$ cat config.mk
export PLATFORM = sky130hd
export DESIGN_NAME = norm_reader
export DESIGN_NICKNAME = d
export VERILOG_FILES = /design/src/rtl/norm_pkg.sv /design/src/rtl/norm_reader_div.sv /design/src/rtl/norm_reader.sv
export SDC_FILE = /design/constraint.sdc
export NUM_CORES = 1
export LEC_CHECK = 0
export CORE_UTILIZATION = 49
export DETAILED_ROUTE_END_ITERATION = 8
export PLACE_DENSITY = 0.68
export REMOVE_ABC_BUFFERS = 1
export SYNTH_ARGS = -nofsm -noshare
export SYNTH_HDL_FRONTEND = slang
export SYNTH_SLANG_ARGS = --single-unit
$ cat constraint.sdc
create_clock -name clk -period 4.1 [get_ports clk]
set_input_delay 0.82 -clock clk [delete_from_list [all_inputs] [get_ports clk]]
set_output_delay 0.82 -clock clk [all_outputs]
set_load 0.005 [all_outputs]
$ cat src/rtl/norm_pkg.sv
// Shared types, widths and the golden normalization function for the norm_reader slice.
package norm_pkg;

  localparam int unsigned PIX_W         = 8;
  localparam int unsigned PIX_MAX       = 255;
  localparam int unsigned DEF_FRAC_BITS = 16;
  localparam int unsigned DEF_RECIP_W   = PIX_W + DEF_FRAC_BITS;
  localparam int unsigned NORM_SUM_W    = PIX_W + DEF_RECIP_W + 1;

  typedef enum logic [1:0] {
    IDLE     = 2'd0,
    WAIT_MAX = 2'd1,
    DIV      = 2'd2,
    STREAM   = 2'd3
  } nr_state_t;

  // out = min(255, round(pix * floor((255 << FRAC) / max) / 2^FRAC)); max == 0 yields 0
  function automatic logic [PIX_W-1:0] ref_norm(input logic [PIX_W-1:0] pix,
                                                input logic [PIX_W-1:0] max_v);
    logic [DEF_RECIP_W-1:0] r;
    logic [NORM_SUM_W-1:0]  sum;
    logic [NORM_SUM_W-1:0]  q;
    if (max_v == '0) return '0;
    r   = DEF_RECIP_W'((PIX_MAX << DEF_FRAC_BITS) / 32'(max_v));
    sum = (NORM_SUM_W'(pix) * NORM_SUM_W'(r)) + (NORM_SUM_W'(1) << (DEF_FRAC_BITS - 1));
    q   = sum >> DEF_FRAC_BITS;
    return (q > NORM_SUM_W'(PIX_MAX)) ? PIX_W'(PIX_MAX) : PIX_W'(q);
  endfunction

endpackage

$ cat src/rtl/norm_reader_div.sv
// Restoring divider, one quotient bit per cycle; used to build the frame reciprocal.
module recip_div
  import norm_pkg::*;
#(
  parameter int unsigned DVD_W = DEF_RECIP_W,
  parameter int unsigned DVS_W = PIX_W
) (
  input  logic             clk,
  input  logic             aresetn,
  input  logic             start,
  input  logic [DVD_W-1:0] dividend,
  input  logic [DVS_W-1:0] divisor,
  output logic             busy,
  output logic             done,
  output logic [DVD_W-1:0] quotient
);

  localparam int unsigned CNT_W = $clog2(DVD_W);

  logic [DVD_W-1:0] dvd_q;
  logic [DVS_W-1:0] dvs_q;
  logic [DVS_W-1:0] rem_q;
  logic [CNT_W-1:0] cnt_q;
  logic [DVS_W:0]   rem_sh_c;
  logic [DVS_W:0]   rem_nx_c;
  logic             ge_c;

  // Dividend shifts out at the top while quotient bits shift in at the bottom
  always_comb begin
    rem_sh_c = {rem_q, dvd_q[DVD_W-1]};
    ge_c     = (rem_sh_c >= {1'b0, dvs_q});
    rem_nx_c = ge_c ? (rem_sh_c - {1'b0, dvs_q}) : rem_sh_c;
  end

  always_ff @(posedge clk or negedge aresetn) begin
    if (!aresetn) begin
      dvd_q <= '0;
      dvs_q <= '0;
      rem_q <= '0;
      cnt_q <= '0;
      busy  <= 1'b0;
      done  <= 1'b0;
    end else begin
      done <= 1'b0;
      if (start) begin
        dvd_q <= dividend;
        dvs_q <= divisor;
        rem_q <= '0;
        cnt_q <= '0;
        busy  <= 1'b1;
      end else if (busy) begin
        dvd_q <= {dvd_q[DVD_W-2:0], ge_c};
        rem_q <= rem_nx_c[DVS_W-1:0];
        cnt_q <= cnt_q + CNT_W'(1);
        if (cnt_q == CNT_W'(DVD_W - 1)) begin
          busy <= 1'b0;
          done <= 1'b1;
        end
      end
    end
  end

  assign quotient = dvd_q;

endmodule

$ cat src/rtl/norm_reader.sv
// Frame normalizer: waits for the crop maximum, builds a reciprocal, then scales every pixel to 0..255.
module norm_reader
  import norm_pkg::*;
#(
  parameter int unsigned OUT_ROWS  = 10,
  parameter int unsigned OUT_COLS  = 10,
  parameter int unsigned FRAC_BITS = DEF_FRAC_BITS
) (
  input  logic             clk,
  input  logic             aresetn,
  input  logic             ap_start,
  output logic             ap_ready,
  output logic             ap_done,
  input  logic [PIX_W-1:0] max_value,
  input  logic             max_value_tvalid,
  input  logic             s_axis_tvalid,
  output logic             s_axis_tready,
  input  logic [PIX_W-1:0] s_axis_tdata,
  output logic             m_axis_tvalid,
  input  logic             m_axis_tready,
  output logic [PIX_W-1:0] m_axis_tdata,
  output logic             m_axis_tlast
);

  localparam int unsigned N_PIX  = OUT_ROWS * OUT_COLS;
  localparam int unsigned CNT_W  = $clog2(N_PIX + 1);
  localparam int unsigned R_W    = PIX_W + FRAC_BITS;
  localparam int unsigned PROD_W = PIX_W + R_W;
  localparam int unsigned SUM_W  = PROD_W + 1;
  localparam logic [R_W-1:0] DIVIDEND = R_W'(R_W'(PIX_MAX) << FRAC_BITS);

  nr_state_t         state_q, state_d;
  logic [PIX_W-1:0]  max_q;
  logic [R_W-1:0]    recip_q;
  logic [CNT_W-1:0]  in_cnt_q, out_cnt_q, ld_cnt_q;
  logic              s1_valid_q;
  logic [PROD_W-1:0] s1_prod_q;

  logic              div_start_c, div_busy, div_done;
  logic [R_W-1:0]    div_quot;
  logic              m_accept_c, s2_load_c, s1_load_c, pop_c, last_acc_c;
  logic [SUM_W-1:0]  sum_c, shr_c;
  logic [PIX_W-1:0]  norm_c;

  assign div_start_c = (state_q == WAIT_MAX) && max_value_tvalid && (max_value != '0);

  recip_div #(.DVD_W(R_W), .DVS_W(PIX_W)) u_div (
    .clk      (clk),
    .aresetn  (aresetn),
    .start    (div_start_c),
    .dividend (DIVIDEND),
    .divisor  (max_value),
    .busy     (div_busy),
    .done     (div_done),
    .quotient (div_quot)
  );

  // Each stage advances when its successor is empty or draining this cycle
  assign m_accept_c    = m_axis_tvalid && m_axis_tready;
  assign s2_load_c     = !m_axis_tvalid || m_axis_tready;
  assign s1_load_c     = !s1_valid_q || s2_load_c;
  assign s_axis_tready = (state_q == STREAM) && (in_cnt_q < CNT_W'(N_PIX)) && s1_load_c;
  assign pop_c         = s_axis_tvalid && s_axis_tready;
  assign last_acc_c    = m_accept_c && (out_cnt_q == CNT_W'(N_PIX - 1));

  always_comb begin
    sum_c  = SUM_W'(s1_prod_q) + (SUM_W'(1) << (FRAC_BITS - 1));
    shr_c  = sum_c >> FRAC_BITS;
    norm_c = (shr_c > SUM_W'(PIX_MAX)) ? PIX_W'(PIX_MAX) : PIX_W'(shr_c);
  end

  always_comb begin
    state_d = state_q;
    case (state_q)
      IDLE:     if (ap_start) state_d = WAIT_MAX;
      WAIT_MAX: if (max_value_tvalid) state_d = DIV;
      DIV:      if ((max_q == '0) || (div_done && !div_busy)) state_d = STREAM;
      STREAM:   if (last_acc_c) state_d = IDLE;
      default:  state_d = IDLE;
    endcase
  end

  always_ff @(posedge clk or negedge aresetn) begin
    if (!aresetn) state_q <= IDLE;
    else          state_q <= state_d;
  end

  // Control registers: handshake flags, frame maximum, reciprocal and beat counters
  always_ff @(posedge clk or negedge aresetn) begin
    if (!aresetn) begin
      ap_ready  <= 1'b1;
      ap_done   <= 1'b0;
      max_q     <= '0;
      recip_q   <= '0;
      in_cnt_q  <= '0;
      out_cnt_q <= '0;
      ld_cnt_q  <= '0;
    end else begin
      ap_ready <= (state_d == IDLE);
      ap_done  <= last_acc_c;
      if ((state_q == WAIT_MAX) && max_value_tvalid) max_q <= max_value;
      if (state_q == DIV) begin
        if (max_q == '0)   recip_q <= '0;
        else if (div_done) recip_q <= div_quot;
      end
      if (last_acc_c) begin
        in_cnt_q  <= '0;
        out_cnt_q <= '0;
        ld_cnt_q  <= '0;
      end else begin
        if (pop_c)                    in_cnt_q  <= in_cnt_q + CNT_W'(1);
        if (m_accept_c)               out_cnt_q <= out_cnt_q + CNT_W'(1);
        if (s2_load_c && s1_valid_q)  ld_cnt_q  <= ld_cnt_q + CNT_W'(1);
      end
    end
  end

  // Two-stage multiply then round/clamp pipeline
  always_ff @(posedge clk or negedge aresetn) begin
    if (!aresetn) begin
      s1_valid_q    <= 1'b0;
      s1_prod_q     <= '0;
      m_axis_tvalid <= 1'b0;
      m_axis_tdata  <= '0;
      m_axis_tlast  <= 1'b0;
    end else begin
      if (s1_load_c) begin
        s1_valid_q <= pop_c;
        if (pop_c) s1_prod_q <= PROD_W'(s_axis_tdata) * PROD_W'(recip_q);
      end
      if (s2_load_c) begin
        m_axis_tvalid <= s1_valid_q;
        if (s1_valid_q) begin
          m_axis_tdata <= norm_c;
          m_axis_tlast <= (ld_cnt_q == CNT_W'(N_PIX - 1));
        end
      end
    end
  end

endmodule

==> results of run 1 <==
[sequential cells by signal (all words and copies together) (netlist names)]
signal / cells
recip_q: 24
ld_cnt_q: 7
s1_prod_q: 17
u_div.dvs_q: 8
out_cnt_q: 7
s1_valid_q: 1
ap_ready: 1
in_cnt_q: 7
ap_done: 1
m_axis_tdata: 8
max_q: 8
u_div.rem_q: 8
m_axis_tlast: 1
state_q: 2
u_div.done: 1
m_axis_tvalid: 1
u_div.quotient: 24
u_div.busy: 1
u_div.cnt_q: 5
[kinds of logic (layout without fill, tap and decap cells)]
kind of cell,Yosys count,count (layout),synth area share
simple gates,491,491,0.206
fa+ha+maj,194,194,0.290
flops,132,132,0.280
xor+xnor,34,34,0.0252
mux,39,39,0.0343
compound gates,188,188,0.100
buf+inv,202,360,0.0642
[cell type report]
| cell class | instances | area [um^2] | area share |
|---|---|---|---|
| clock inverters | 15 | 160 | 0.0106 |
| well taps | 319 | 399 | 0.0265 |
| inverters | 146 | 548 | 0.0364 |
| multi-input cells | 946 | 8310 | 0.552 |
| repair buffers | 182 | 1900 | 0.126 |
| clock buffers | 17 | 425 | 0.0283 |
| flip-flops and latches | 132 | 3310 | 0.220 |
[metal layers]
metal | part of all wire | vias to the layer above | track usage
li1 | - | 4443 | -
met1 | 0.45 | 4740 | 0.334
met2 | 0.50 | 189 | 0.427
met3 | 0.036 | 41 | 0.0350
met4 | 0.020 | 0 | 0.0841
met5 | 0 | - | 0
[power groups by stage]
stage          Sequential (mW)  Combinational (mW)  Clock [mW]
6_report                  2.48                8.72        1.52
2_1_floorplan             2.33                4.83           0
4_1_cts                   2.47                8.40        1.56
3_5_place_dp              2.48                7.28           0
5_1_grt                   2.57                9.73        1.60
3_3_place_gp              2.46                7.12           0
[worst reg2reg max path, delay by kind of cell, from the launching register on]
family | cells | cell delay [ps]
AO/OA/AOI/OAI | 4 | 720
adder cells (fa/ha/maj) | 5 | 2180
buffers and inverters | 4 | 450
flip-flops | 1 | 470
AND/OR/NAND/NOR | 4 | 730
[Yosys cell counts, types with 3 or more instances]
master                       n  area (um^2)
sky130_fd_sc_hd__nor2_1     69          259
sky130_fd_sc_hd__and2_1    141          882
sky130_fd_sc_hd__a211oi_1    8         60.1
sky130_fd_sc_hd__nand4_1    14         87.6
sky130_fd_sc_hd__dfrtp_1   131         3280
sky130_fd_sc_hd__mux2_2     12          135
sky130_fd_sc_hd__fa_1      132         2640
sky130_fd_sc_hd__o21ai_0    68          340
sky130_fd_sc_hd__xnor2_1    19          166
sky130_fd_sc_hd__inv_1     146          548
sky130_fd_sc_hd__or4_1       3         22.5
sky130_fd_sc_hd__or3_1       5         31.3
sky130_fd_sc_hd__xor2_1     15          131
sky130_fd_sc_hd__nand2b_1    3         18.8
sky130_fd_sc_hd__nand3b_1    4         30.0
sky130_fd_sc_hd__mux2i_1    27          270
sky130_fd_sc_hd__a31oi_1     7         43.8
sky130_fd_sc_hd__a21oi_1    47          235
sky130_fd_sc_hd__and3_1     12         75.1
sky130_fd_sc_hd__nor2b_1     6         37.5
sky130_fd_sc_hd__nor4_1      5         31.3
sky130_fd_sc_hd__o211ai_1    3         22.5
sky130_fd_sc_hd__o31ai_1     5         37.5
sky130_fd_sc_hd__o22ai_1     3         18.8
sky130_fd_sc_hd__a21o_1     10         75.1
sky130_fd_sc_hd__o21bai_1    3         22.5
sky130_fd_sc_hd__nor3_1      7         35.0
sky130_fd_sc_hd__nand2_1   188          706
sky130_fd_sc_hd__and4_1      3         26.3
sky130_fd_sc_hd__clkbuf_1   54          203
sky130_fd_sc_hd__ha_1       62          776
sky130_fd_sc_hd__o21a_1      9         67.6
sky130_fd_sc_hd__nand3_1    19         95.1
[worst max-delay path by stage]
stage	start	endpoint	slack (ps)	depth (start not counted)
final	s_axis_tdata[2]	s1_prod_q[30]$_DFFE_PN0P_	-580	18
after CTS	s_axis_tdata[3]	s1_prod_q[23]$_DFFE_PN0P_	-540	17
after global placement	s_axis_tdata[4]	s1_prod_q[26]$_DFFE_PN0P_	-1680	18
after global routing	s_axis_tdata[2]	s1_prod_q[30]$_DFFE_PN0P_	-740	18
after detailed placement	s_axis_tdata[7]	s1_prod_q[26]$_DFFE_PN0P_	-1790	17
after floorplan	s_axis_tdata[7]	s1_prod_q[30]$_DFFE_PN0P_	-810	15
[stage by stage]
step	setup TNS (ps)	utilization	hold WS, ps
final	-8580	0.639	381
after global placement	-24970	0.565	466
after CTS	-7510	0.631	419
after detailed placement	-26320	0.565	475
after floorplan	-10070	-	450
after global routing	-10840	0.639	443
[repair_timing]
action / in CTS / in global routing
pin swaps: 134 / 34
endpoints found under the setup margin: 17 / 17
gates resized for setup: 186 / 31
buffers inserted: 18 / 7
gates cloned: 9 / 2
hold buffers: 0 / 0
==> load_flow_metrics.sql, run 1 <==
INSERT INTO impl_metrics (metric_group, metric, value, unit) VALUES
('setup_path', 'timing.reg2reg.setup_slack', '-520', 'ps'),
('timing', 'grt_setup_unrepaired', 'true', ''),
('clocking', 'buffer_type_at_the_clock_tree_root', 'sky130_fd_sc_hd__clkbuf_16', ''),
('cells_and_area', 'final_layout_size_suffix_gt1_frac', '0.225', ''),
('power_and_ir_drop', 'power_density', '845', 'nW/um^2'),
('cells_and_area', 'mostFrequentLayoutCell', 'sky130_fd_sc_hd__nand2_1', ''),
('yosys', 'synth-edff-count', '0', ''),
('setup_path', 'crit_path_frequent_cell', 'sky130_fd_sc_hd__fa_1', ''),
('setup_path', 'critPathKind', 'in -> reg', ''),
('outcome', 'status', 'complete, but fails checks', ''),
('floorplan', 'rows', '56', ''),
('timing', 'fin_worst_skew', '20.4', 'ps'),
('timing', 'final_setup_margin', '-584', 'ps'),
('cells_and_area', 'finalInstanceArea', '15100', 'um^2'),
('drt', 'routed_wire_length_per_instance', '16.6', 'um'),
('global_routing', 'antenna_violations_before_repair', '0', ''),
('drt', 'first_pass_iters', '5', ''),
('clocking', 'clock_tree_from_tritoncts', 'yes', ''),
('setup_path', 'required', '4430', 'ps'),
('floorplan', 'floorplan.die_area', '24700', 'um^2'),
('setup_path', 'timing.critical_path.from_type', 'primary input', ''),
('setup_path', 'slowest_stage', 'sky130_fd_sc_hd__fa_1', ''),
('power_and_ir_drop', 'p_sw_frac', '0.456', ''),
('clocking', 'max-clock-path-buffers', '2', ''),
('placed_design', 'place_hpwl', '19400', 'um'),
('yosys', 'syn_area_per_cell', '9.22', 'um^2'),
('power_and_ir_drop', 'clockPowerShare', '0.119', ''),
('power_and_ir_drop', 'p_leak', '7.21', 'nW'),
('yosys', 'synth-seq-cells', '132', ''),
('yosys', 'synth-main-ff-cell', 'sky130_fd_sc_hd__dfrtp_1', ''),
('cells_and_area', 'area_overhead_vs_synth', '27.5', '%'),
('power_and_ir_drop', 'pwr-share-comb', '0.685', ''),
('yosys', 'synth-warning-count', '0', ''),
('timing', 'setup_viol_count_final', '17', ''),
('yosys', 'post_synth_num_cell_types', '63', ''),
('yosys', 'share_of_async_settable_or_async_resettable_flops_after_synthesis', '1.00', ''),
('cells_and_area', 'num-fill-cells', '1891', ''),
('placed_design', 'placedInstanceArea', '13300', 'um^2'),
('drt', 'vias_per_cell', '5.36', ''),
('floorplan', 'design.portCount', '35', ''),
('setup_path', 'worstReg2RegEnd', 's1_prod_q[30]$_DFFE_PN0P_', ''),
('power_and_ir_drop', 'power_switching', '5.79', 'mW'),
('setup_path', 'cp_max_fo', '5', ''),
('global_routing', 'pin_count_of_the_biggest_net_entering_global_routing', '75', ''),
('setup_path', 'path_cells', 'buf_12 > buf_12 > and2_4 > fa_1 > fa_1 > fa_1 > inv_1 > fa_1 > inv_2 > ha_4 > a211oi_2 > o211ai_1 > buf_4 > a31oi_4 > a211oi_4 > or4_1 > nand3_1 > nand2_1', ''),
('timing', 'hold_violations', '0', ''),
('floorplan', 'initial_utilization', '0.501', ''),
('placed_design', 'replace_congestion', '0.869', ''),
('global_routing', 'grtUsageTotal', '0.252', ''),
('clocking', 'clock_insertion_delay_worst_skew', '440', 'ps'),
('yosys', 'postSynthCellCount', '1280', ''),
('placed_design', 'dp_slack', '-1790', 'ps'),
('drt', 'detail_route.wirelength', '29200', 'um'),
('placed_design', 'place.detailed.instances', '1690', ''),
('clocking', 'cts.sink_count', '132', ''),
('placed_design', 'io_buffers', '34', ''),
('setup_path', 'rr_startpoint', 'recip_q[10]$_DFFE_PN0P_', ''),
('drt', 'routed_via_count', '9413', ''),
('min_path', 'holdCritPathClass', 'in -> async', ''),
('cells_and_area', 'num_antenna_cells', '0', ''),
('global_routing', 'number_of_global_route_vias_before_repair', '9780', ''),
('global_routing', 'first_pass_grt_wire_length', '48700', 'um'),
('setup_path', 'worst-r2r-cell-count', '17', ''),
('floorplan', 'fp.dieH', '157', 'um'),
('cells_and_area', 'layout.cells.most_common_list', 'sky130_fd_sc_hd__nand2_1 (183), sky130_fd_sc_hd__inv_1 (131), sky130_fd_sc_hd__dfrtp_1 (126), sky130_fd_sc_hd__and2_1 (120), sky130_fd_sc_hd__fa_1 (120)', ''),
('floorplan', 'dieWidth', '157', 'um'),
('yosys', 'seq_area_frac_synth', '0.280', ''),
('outcome', 'failed_checks', 'setup timing', ''),
('power_and_ir_drop', 'share_seq_of_total_power', '0.195', ''),
('setup_path', 'max_stage_delay', '530', 'ps'),
('drt', 'drc', '0', '');
Power figures use the tool's default switching activity.
==> run 2, diff against run 1 <==
Settings changed: PLACE_DENSITY 0.68 to 0.66.
Clock period 4.1 ns to 5.5 ns, I/O delays scaled along.
==> run 2 against run 1 <==
- the flow now finishes without violations
- first-iteration DRC count fell by 10%
- clock skew fell by 3.6 ps
- setup slack improved by 740 ps
- hold slack improved by 110 ps
- sequential power fell by 23%
- design area fell by 7.6%
- global-route usage fell by 1.6 points
- final cell count fell by 3.5%
- clock-buffer cell count did not move
- largest cell class unchanged
- largest power group unchanged
==> load_flow_metrics.sql, run 2 (synthesized netlist as in run 1, its figures left out) <==
INSERT INTO impl_metrics (metric_group, metric, value, unit) VALUES
('placed_design', 'place.detailed.instances', '1659', ''),
('timing', 'fin_worst_skew', '16.8', 'ps'),
('drt', 'routed_via_count', '9069', ''),
('timing', 'final_min_period_over_clock_period', '0.972', ''),
('floorplan', 'fp.dieH', '157', 'um'),
('clocking', 'max-clock-path-buffers', '2', ''),
('cells_and_area', 'finish.cell_count_without_fillers', '1696', ''),
('floorplan', 'initial_utilization', '0.501', ''),
('placed_design', 'place_hpwl', '19200', 'um'),
('global_routing', 'antenna_violations_before_repair', '0', ''),
('timing', 'setup_viol_count_final', '0', ''),
('min_path', 'worstHoldEndpoint', 'm_axis_tlast$_DFFE_PN0P_', ''),
('cells_and_area', 'mostFrequentLayoutCell', 'sky130_fd_sc_hd__nand2_1', ''),
('setup_path', 'worst_path_dominant_cell_family', 'adder cells', ''),
('floorplan', 'rows', '56', ''),
('timing', 'final_setup_margin', '154', 'ps'),
('clocking', 'clock_insertion_delay_worst_skew', '430', 'ps'),
('global_routing', 'global_route.overflow_total', '0', ''),
('setup_path', 'cp_max_fo', '14', ''),
('drt', 'detail_route.wirelength', '26300', 'um'),
('power_and_ir_drop', 'p_leak', '6.79', 'nW'),
('drt', 'routed_wire_length_per_instance', '15.5', 'um'),
('setup_path', 'rr_startpoint', 'recip_q[9]$_DFFE_PN0P_', ''),
('setup_path', 'worstReg2RegEnd', 's1_prod_q[30]$_DFFE_PN0P_', ''),
('timing', 'tightest_slew', '1100', 'ps'),
('setup_path', 'crit_buf_inv', '7', ''),
('cells_and_area', 'register_area', '3310', 'um^2'),
('floorplan', 'dieWidth', '157', 'um'),
('min_path', 'holdCritPathClass', 'reg -> reg', ''),
('timing', 'final_max_slew_viol_count', '0', ''),
('flow_run', 'drv.max_cap_violation_count', '0', ''),
('drt', 'vias_per_cell', '5.35', ''),
('cells_and_area', 'multi_input_comb_area', '7940', 'um^2'),
('cells_and_area', 'final_util', '0.591', ''),
('placed_design', 'replace_congestion', '0.843', ''),
('floorplan', 'floorplan.die_area', '24700', 'um^2'),
('setup_path', 'timing.reg2reg.setup_slack', '690', 'ps'),
('cells_and_area', 'area_overhead_vs_synth', '17.9', '%'),
('clocking', 'clock_tree.htree_level_count', '4', ''),
('drt', 'antenna_left', '0', ''),
('power_and_ir_drop', 'power_density', '622', 'nW/um^2'),
('setup_path', 'max_stage_delay', '570', 'ps'),
('clocking', 'cts.hold.buffers_added', '0', ''),
('power_and_ir_drop', 'ir_drop', '0.000390', 'V'),
('cells_and_area', 'layout.cells.most_common_list', 'sky130_fd_sc_hd__nand2_1 (188), sky130_fd_sc_hd__inv_1 (146), sky130_fd_sc_hd__and2_1 (141), sky130_fd_sc_hd__fa_1 (132), sky130_fd_sc_hd__dfrtp_1 (130)', ''),
('timing', 'hold_violations', '0', ''),
('cells_and_area', 'num-fill-cells', '2078', ''),
('min_path', 'min_path_cells', '2', ''),
('setup_path', 'cp.arrival', '5650', 'ps'),
('global_routing', 'first_pass_grt_wire_length', '46200', 'um'),
('clocking', 'buffer_type_at_the_clock_tree_root', 'sky130_fd_sc_hd__clkbuf_16', ''),
('timing', 'slew-limit-headroom', '0.268', ''),
('drt', 'drc', '0', ''),
('clocking', 'clk_pin_slew_worst_paths', '70', 'ps'),
('clocking', 'cts.sink_count', '132', ''),
('setup_path', 'worst-r2r-cell-count', '16', ''),
('drt', 'first_pass_iters', '5', ''),
('setup_path', 'timing.critical_path.from_type', 'primary input', ''),
('cells_and_area', 'final_layout_size_suffix_gt1_frac', '0.122', ''),
('setup_path', 'slowest_stage', 'sky130_fd_sc_hd__fa_1', ''),
('timing', 'minimum_period_implied_by_the_final_worst_setup_slack', '5350', 'ps'),
('cells_and_area', 'finalNetCount', '1580', ''),
('setup_path', 'required', '5800', 'ps'),
('floorplan', 'design.portCount', '35', ''),
('floorplan', 'core', '23500', 'um^2'),
('drt', 'drt_iter0_markers', '484', ''),
('placed_design', 'dp_slack', '-721', 'ps'),
('min_path', 'min-delay-start', 'm_axis_tlast$_DFFE_PN0P_', ''),
('setup_path', 'setup.worst_path.end_class', 'register', ''),
('setup_path', 'critPathKind', 'in -> reg', ''),
('outcome', 'status', 'complete, no violations', ''),
('global_routing', 'number_of_global_route_vias_before_repair', '9552', ''),
('global_routing', 'pin_count_of_the_biggest_net_entering_global_routing', '88', ''),
('clocking', 'clock_tree_from_tritoncts', 'yes', ''),
('placed_design', 'io_buffers', '34', ''),
('cells_and_area', 'num_antenna_cells', '0', ''),
('global_routing', 'grtUsageTotal', '0.236', ''),
('clocking', 'numCtsBuffers', '17', ''),
('setup_path', 'crit_path_frequent_cell', 'sky130_fd_sc_hd__fa_1', ''),
('timing', 'max_freq', '187', 'MHz'),
('setup_path', 'path_cells', 'dlygate4sd2_1 > buf_12 > buf_4 > and2_1 > fa_1 > inv_1 > fa_1 > fa_1 > fa_1 > inv_1 > ha_4 > nand2_1 > o211ai_1 > buf_4 > a31oi_4 > buf_4 > a211oi_2 > nor2_1 > xnor2_1 > mux2_2', '');
## run 2: metrics by stage
| step | TNS, ps | instance area [um^2] | hold slack (ps) | power [mW] |
|---|---|---|---|---|
| after floorplan | 0 | 11600 | 450 | 5.33 |
| after global placement | -7530 | 13100 | 472 | 7.11 |
| after detailed placement | -8400 | 13100 | 486 | 7.26 |
| after CTS | 0 | 13700 | 502 | 8.53 |
| after global routing | -12.3 | 13900 | 527 | 9.62 |
| final | 0 | 13900 | 495 | 8.66 |
## run 2: worst max-delay path by stage
stage | end | cells after the start | from
4_1_cts | s1_prod_q[31]$_DFFE_PN0P_ | 18 | s_axis_tdata[6]
2_1_floorplan | s1_prod_q[30]$_DFFE_PN0P_ | 15 | s_axis_tdata[7]
6_report | s1_prod_q[22]$_DFFE_PN0P_ | 20 | s_axis_tdata[4]
5_1_grt | s1_prod_q[26]$_DFFE_PN0P_ | 18 | s_axis_tdata[4]
3_3_place_gp | s1_prod_q[26]$_DFFE_PN0P_ | 18 | s_axis_tdata[7]
3_5_place_dp | s1_prod_q[31]$_DFFE_PN0P_ | 18 | s_axis_tdata[7]
## run 2: tightest hold or removal path, delay by kind of cell (launching register included)
| kind | cells | cell delay [ps] |
|---|---|---|
| AOI/OAI and AO/OA | 1 | 60 |
| DFF | 1 | 350 |
| and+or+nand+nor | 1 | 50 |
## run 2: timing repair
item | 4_1_cts | 5_1_grt
resized for setup | 17 | 27
endpoints found under the hold margin | 0 | 0
endpoints found under the setup margin | 12 | 13
pin swaps | 10 | 22
gates cloned | 1 | 1
setup buffers | 1 | 2
## run 2: final cells by class
| cell class | instances | area share |
|---|---|---|
| multi-input cells | 946 | 0.571 |
| flip-flops and latches | 132 | 0.238 |
| repair buffers | 121 | 0.0805 |
| inverters | 146 | 0.0394 |
| clock buffers | 17 | 0.0306 |
| well taps | 319 | 0.0287 |
| clock inverters | 15 | 0.0126 |
## run 2: report_power, final
group | switching, mW | total (mW) | internal (mW)
clock network | 0.537 | 1.15 | 0.615
logic | 2.95 | 5.61 | 2.66
registers | 0.511 | 1.90 | 1.39
total | 4.00 | 8.66 | 4.66
## run 2: per-layer routing
metal	track usage	part of all wire
met2	0.398	0.48
met1	0.317	0.47
met4	0.0772	0.021
met5	0	0
met3	0.0284	0.026
==> run 3, diff against run 2 <==
Settings changed: ABC_AREA set to 1, SETUP_SLACK_MARGIN set to 0.4.
==> run 3 against run 2 <==
- sequential share of layout area decreased by 2.2 points
- maximum frequency increased by 8.9%
- non-clock buffer count decreased by 10
- wire length increased by 20%
- critical path depth unchanged
- utilization increased by 1.3 points
- first-iteration DRC count increased by 55%
- final cell count increased by 26%
==> load_flow_metrics.sql, run 3 <==
INSERT INTO impl_metrics (metric_group, metric, value, unit) VALUES
('min_path', 'holdCritPathClass', 'reg -> reg', ''),
('clocking', 'cts.sink_count', '132', ''),
('drt', 'routed_via_count', '11000', ''),
('clocking', 'clk_pin_slew_worst_paths', '60', 'ps'),
('placed_design', 'replace_congestion', '0.933', ''),
('yosys', 'synth-edff-count', '0', ''),
('timing', 'fin_worst_skew', '15.3', 'ps'),
('yosys', 'yosys-top-cells-area', 'sky130_fd_sc_hd__dfrtp_1 (26%), sky130_fd_sc_hd__fa_1 (21%), sky130_fd_sc_hd__nand2_1 (13%)', ''),
('min_path', 'min-delay-start', 'm_axis_tlast$_DFFE_PN0P_', ''),
('timing', 'final_max_slew_viol_count', '0', ''),
('yosys', 'synth_top_cells_by_count', 'sky130_fd_sc_hd__nand2_1 (452), sky130_fd_sc_hd__inv_1 (403), sky130_fd_sc_hd__fa_1 (132)', ''),
('global_routing', 'grtUsageTotal', '0.250', ''),
('yosys', 'syn_area_per_cell', '7.43', 'um^2'),
('cells_and_area', 'num_antenna_cells', '0', ''),
('clocking', 'max-clock-path-buffers', '2', ''),
('yosys', 'seq_area_frac_synth', '0.258', ''),
('global_routing', 'antenna_violations_before_repair', '1', ''),
('timing', 'grt_setup_unrepaired', 'false', ''),
('yosys', 'postSynthCellCount', '1722', ''),
('drt', 'first_pass_iters', '5', ''),
('timing', 'hold_violations', '0', ''),
('floorplan', 'fp.dieH', '164', 'um'),
('timing', 'totalNegativeSetupSlack', '0', 'ps'),
('clocking', 'clock_insertion_delay_worst_skew', '440', 'ps'),
('drt', 'antenna_left', '0', ''),
('placed_design', 'io_buffers', '34', ''),
('flow_run', 'drv.max_cap_violation_count', '0', ''),
('floorplan', 'core', '25400', 'um^2'),
('yosys', 'yosysTopAreaCellShare', '0.256', ''),
('setup_path', 'rr_startpoint', 'recip_q[14]$_DFFE_PN0P_', ''),
('setup_path', 'worst-r2r-cell-count', '19', ''),
('yosys', 'synth-warning-count', '0', ''),
('drt', 'vias_per_cell', '5.14', ''),
('yosys', 'synth-main-ff-cell', 'sky130_fd_sc_hd__dfrtp_1', ''),
('clocking', 'clock_tree_from_tritoncts', 'yes', ''),
('floorplan', 'initial_utilization', '0.504', ''),
('floorplan', 'rows', '58', ''),
('cells_and_area', 'final_layout_size_suffix_gt1_frac', '0.163', ''),
('yosys', 'post_synth_num_cell_types', '52', ''),
('placed_design', 'place_hpwl', '23900', 'um'),
('setup_path', 'critPathKind', 'in -> reg', ''),
('cells_and_area', 'finalNetCount', '2006', ''),
('cells_and_area', 'area_overhead_vs_synth', '19.8', '%'),
('setup_path', 'cp_max_fo', '10', ''),
('min_path', 'worstHoldEndpoint', 'm_axis_tlast$_DFFE_PN0P_', ''),
('timing', 'final_min_period_over_clock_period', '0.893', ''),
('setup_path', 'timing.critical_path.from_type', 'primary input', ''),
('clocking', 'cts.hold.buffers_added', '0', ''),
('cells_and_area', 'mostFrequentLayoutCell', 'sky130_fd_sc_hd__nand2_1', ''),
('global_routing', 'number_of_global_route_vias_before_repair', '11200', ''),
('yosys', 'share_of_async_settable_or_async_resettable_flops_after_synthesis', '1.00', ''),
('timing', 'minimum_period_implied_by_the_final_worst_setup_slack', '4910', 'ps'),
('setup_path', 'worstReg2RegEnd', 's1_prod_q[28]$_DFFE_PN0P_', ''),
('drt', 'drt_iter0_markers', '752', ''),
('setup_path', 'cp.arrival', '5220', 'ps'),
('clocking', 'clock_tree.htree_level_count', '4', ''),
('setup_path', 'setup.worst_path.end_class', 'register', ''),
('drt', 'detail_route.wirelength', '31600', 'um'),
('drt', 'drc', '0', ''),
('clocking', 'buffer_type_at_the_clock_tree_root', 'sky130_fd_sc_hd__clkbuf_16', ''),
('timing', 'tightest_slew', '932', 'ps'),
('global_routing', 'global_route.overflow_total', '0', ''),
('floorplan', 'design.portCount', '35', ''),
('floorplan', 'dieWidth', '164', 'um'),
('cells_and_area', 'layout.cells.most_common_list', 'sky130_fd_sc_hd__nand2_1 (429), sky130_fd_sc_hd__inv_1 (379), sky130_fd_sc_hd__dfrtp_1 (131), sky130_fd_sc_hd__fa_1 (129), sky130_fd_sc_hd__nand3_1 (87)', ''),
('floorplan', 'floorplan.die_area', '26800', 'um^2'),
('timing', 'max_freq', '204', 'MHz'),
('yosys', 'synth-seq-cells', '132', ''),
('min_path', 'min_path_cells', '2', ''),
('global_routing', 'pin_count_of_the_biggest_net_entering_global_routing', '89', ''),
('clocking', 'numCtsBuffers', '17', ''),
('global_routing', 'first_pass_grt_wire_length', '52900', 'um'),
('yosys', 'mappedNetlistArea', '12800', 'um^2'),
('outcome', 'status', 'complete, no violations', ''),
('setup_path', 'timing.reg2reg.setup_slack', '1080', 'ps'),
('setup_path', 'required', '5820', 'ps'),
('timing', 'setup_viol_count_final', '0', ''),
('drt', 'routed_wire_length_per_instance', '14.8', 'um'),
('yosys', 'synthMostInstantiatedCell', 'sky130_fd_sc_hd__nand2_1', ''),
('yosys', 'synth_top_area_cell', 'sky130_fd_sc_hd__dfrtp_1', ''),
('timing', 'slew-limit-headroom', '0.379', '');
## run 3: cell types whose count changed after synthesis, moves of 14 or more
cell and delta:
sky130_fd_sc_hd__nand3_1 +71, sky130_fd_sc_hd__and2_1 -139, sky130_fd_sc_hd__nor2_1 +34, sky130_fd_sc_hd__inv_1 +257, sky130_fd_sc_hd__mux2i_1 -27, sky130_fd_sc_hd__xnor2_1 -14, sky130_fd_sc_hd__nand2_1 +264, sky130_fd_sc_hd__o21ai_0 +21
sky130_fd_sc_hd__o22ai_1 +15
## run 3: cell families after synthesis
kind of cell             share of synthesized area
AND/OR/NAND/NOR                              0.238
buffers and inverters                        0.142
flip-flops                                   0.258
AO/OA/AOI/OAI                               0.0825
adder cells (fa/ha/maj)                      0.267
XOR/XNOR                                    0.0116
## run 3: cell type report
cell class	instances	area [um^2]
fillers	2279	10100
multi-input cells	1115	8390
flip-flops and latches	132	3300
inverters	413	1560
repair buffers	111	1080
clock buffers	17	425
well taps	330	413
clock inverters	15	169
## run 3: worst max path at each step
stage / depth (start not counted) / start / to
2_1_floorplan: 18 / s_axis_tdata[7] / s1_prod_q[27]$_DFFE_PN0P_
3_3_place_gp: 19 / s_axis_tdata[5] / s1_prod_q[30]$_DFFE_PN0P_
3_5_place_dp: 19 / s_axis_tdata[4] / s1_prod_q[30]$_DFFE_PN0P_
4_1_cts: 19 / s_axis_tdata[4] / s1_prod_q[30]$_DFFE_PN0P_
5_1_grt: 22 / s_axis_tdata[3] / s1_prod_q[28]$_DFFE_PN0P_
6_report: 20 / s_axis_tdata[1] / s1_prod_q[27]$_DFFE_PN0P_
## run 3: metal layers
metal | vias up | GRT usage | wire length, um
met5 | - | 0 | 0
met4 | 0 | 0.0808 | 678
met3 | 52 | 0.0335 | 1610
met2 | 292 | 0.435 | 15800
met1 | 5311 | 0.319 | 13500
li1 | 5310 | - | -
## run 3: through the flow
step                setup slack [ps]  std cells  hold WS (ps)  cell area (um^2)   util
floorplan                        841       1660           446             12500      -
global placement                -268       2093           469             13900  0.547
detailed placement              -284       2093           470             13900  0.547
CTS                              384       2126           486             14800  0.582
global route                     451       2133           506             15300  0.604
finish                           591       2133           477             15300  0.604
## run 3: timing repair
| item | CTS | global route |
|---|---|---|
| gates resized for setup | 57 | 135 |
| pin swaps | 18 | 101 |
| cloned | 1 | 2 |
| setup endpoints to repair | 15 | 17 |
| buffers inserted | 0 | 5 |
## run 3: critical path: stages
cell,delay [ps]
sky130_fd_sc_hd__clkdlybuf4s50_1,810
sky130_fd_sc_hd__buf_4,220
sky130_fd_sc_hd__nand2_1,50
sky130_fd_sc_hd__inv_1,80
sky130_fd_sc_hd__fa_1,460
sky130_fd_sc_hd__fa_1,570
sky130_fd_sc_hd__inv_2,40
sky130_fd_sc_hd__fa_1,520
sky130_fd_sc_hd__inv_2,50
sky130_fd_sc_hd__ha_4,290
sky130_fd_sc_hd__nand2_4,90
sky130_fd_sc_hd__nor2_4,130
sky130_fd_sc_hd__inv_2,40
sky130_fd_sc_hd__buf_4,140
sky130_fd_sc_hd__nor4_4,280
sky130_fd_sc_hd__nand2_1,100
sky130_fd_sc_hd__nand2_1,70
sky130_fd_sc_hd__nand2_1,50
sky130_fd_sc_hd__nand3_1,60
sky130_fd_sc_hd__nand2_1,60
Power of run 3 is not shown: default switching activity piles up to over one toggle a cycle in this logic, so the estimate is an artifact.
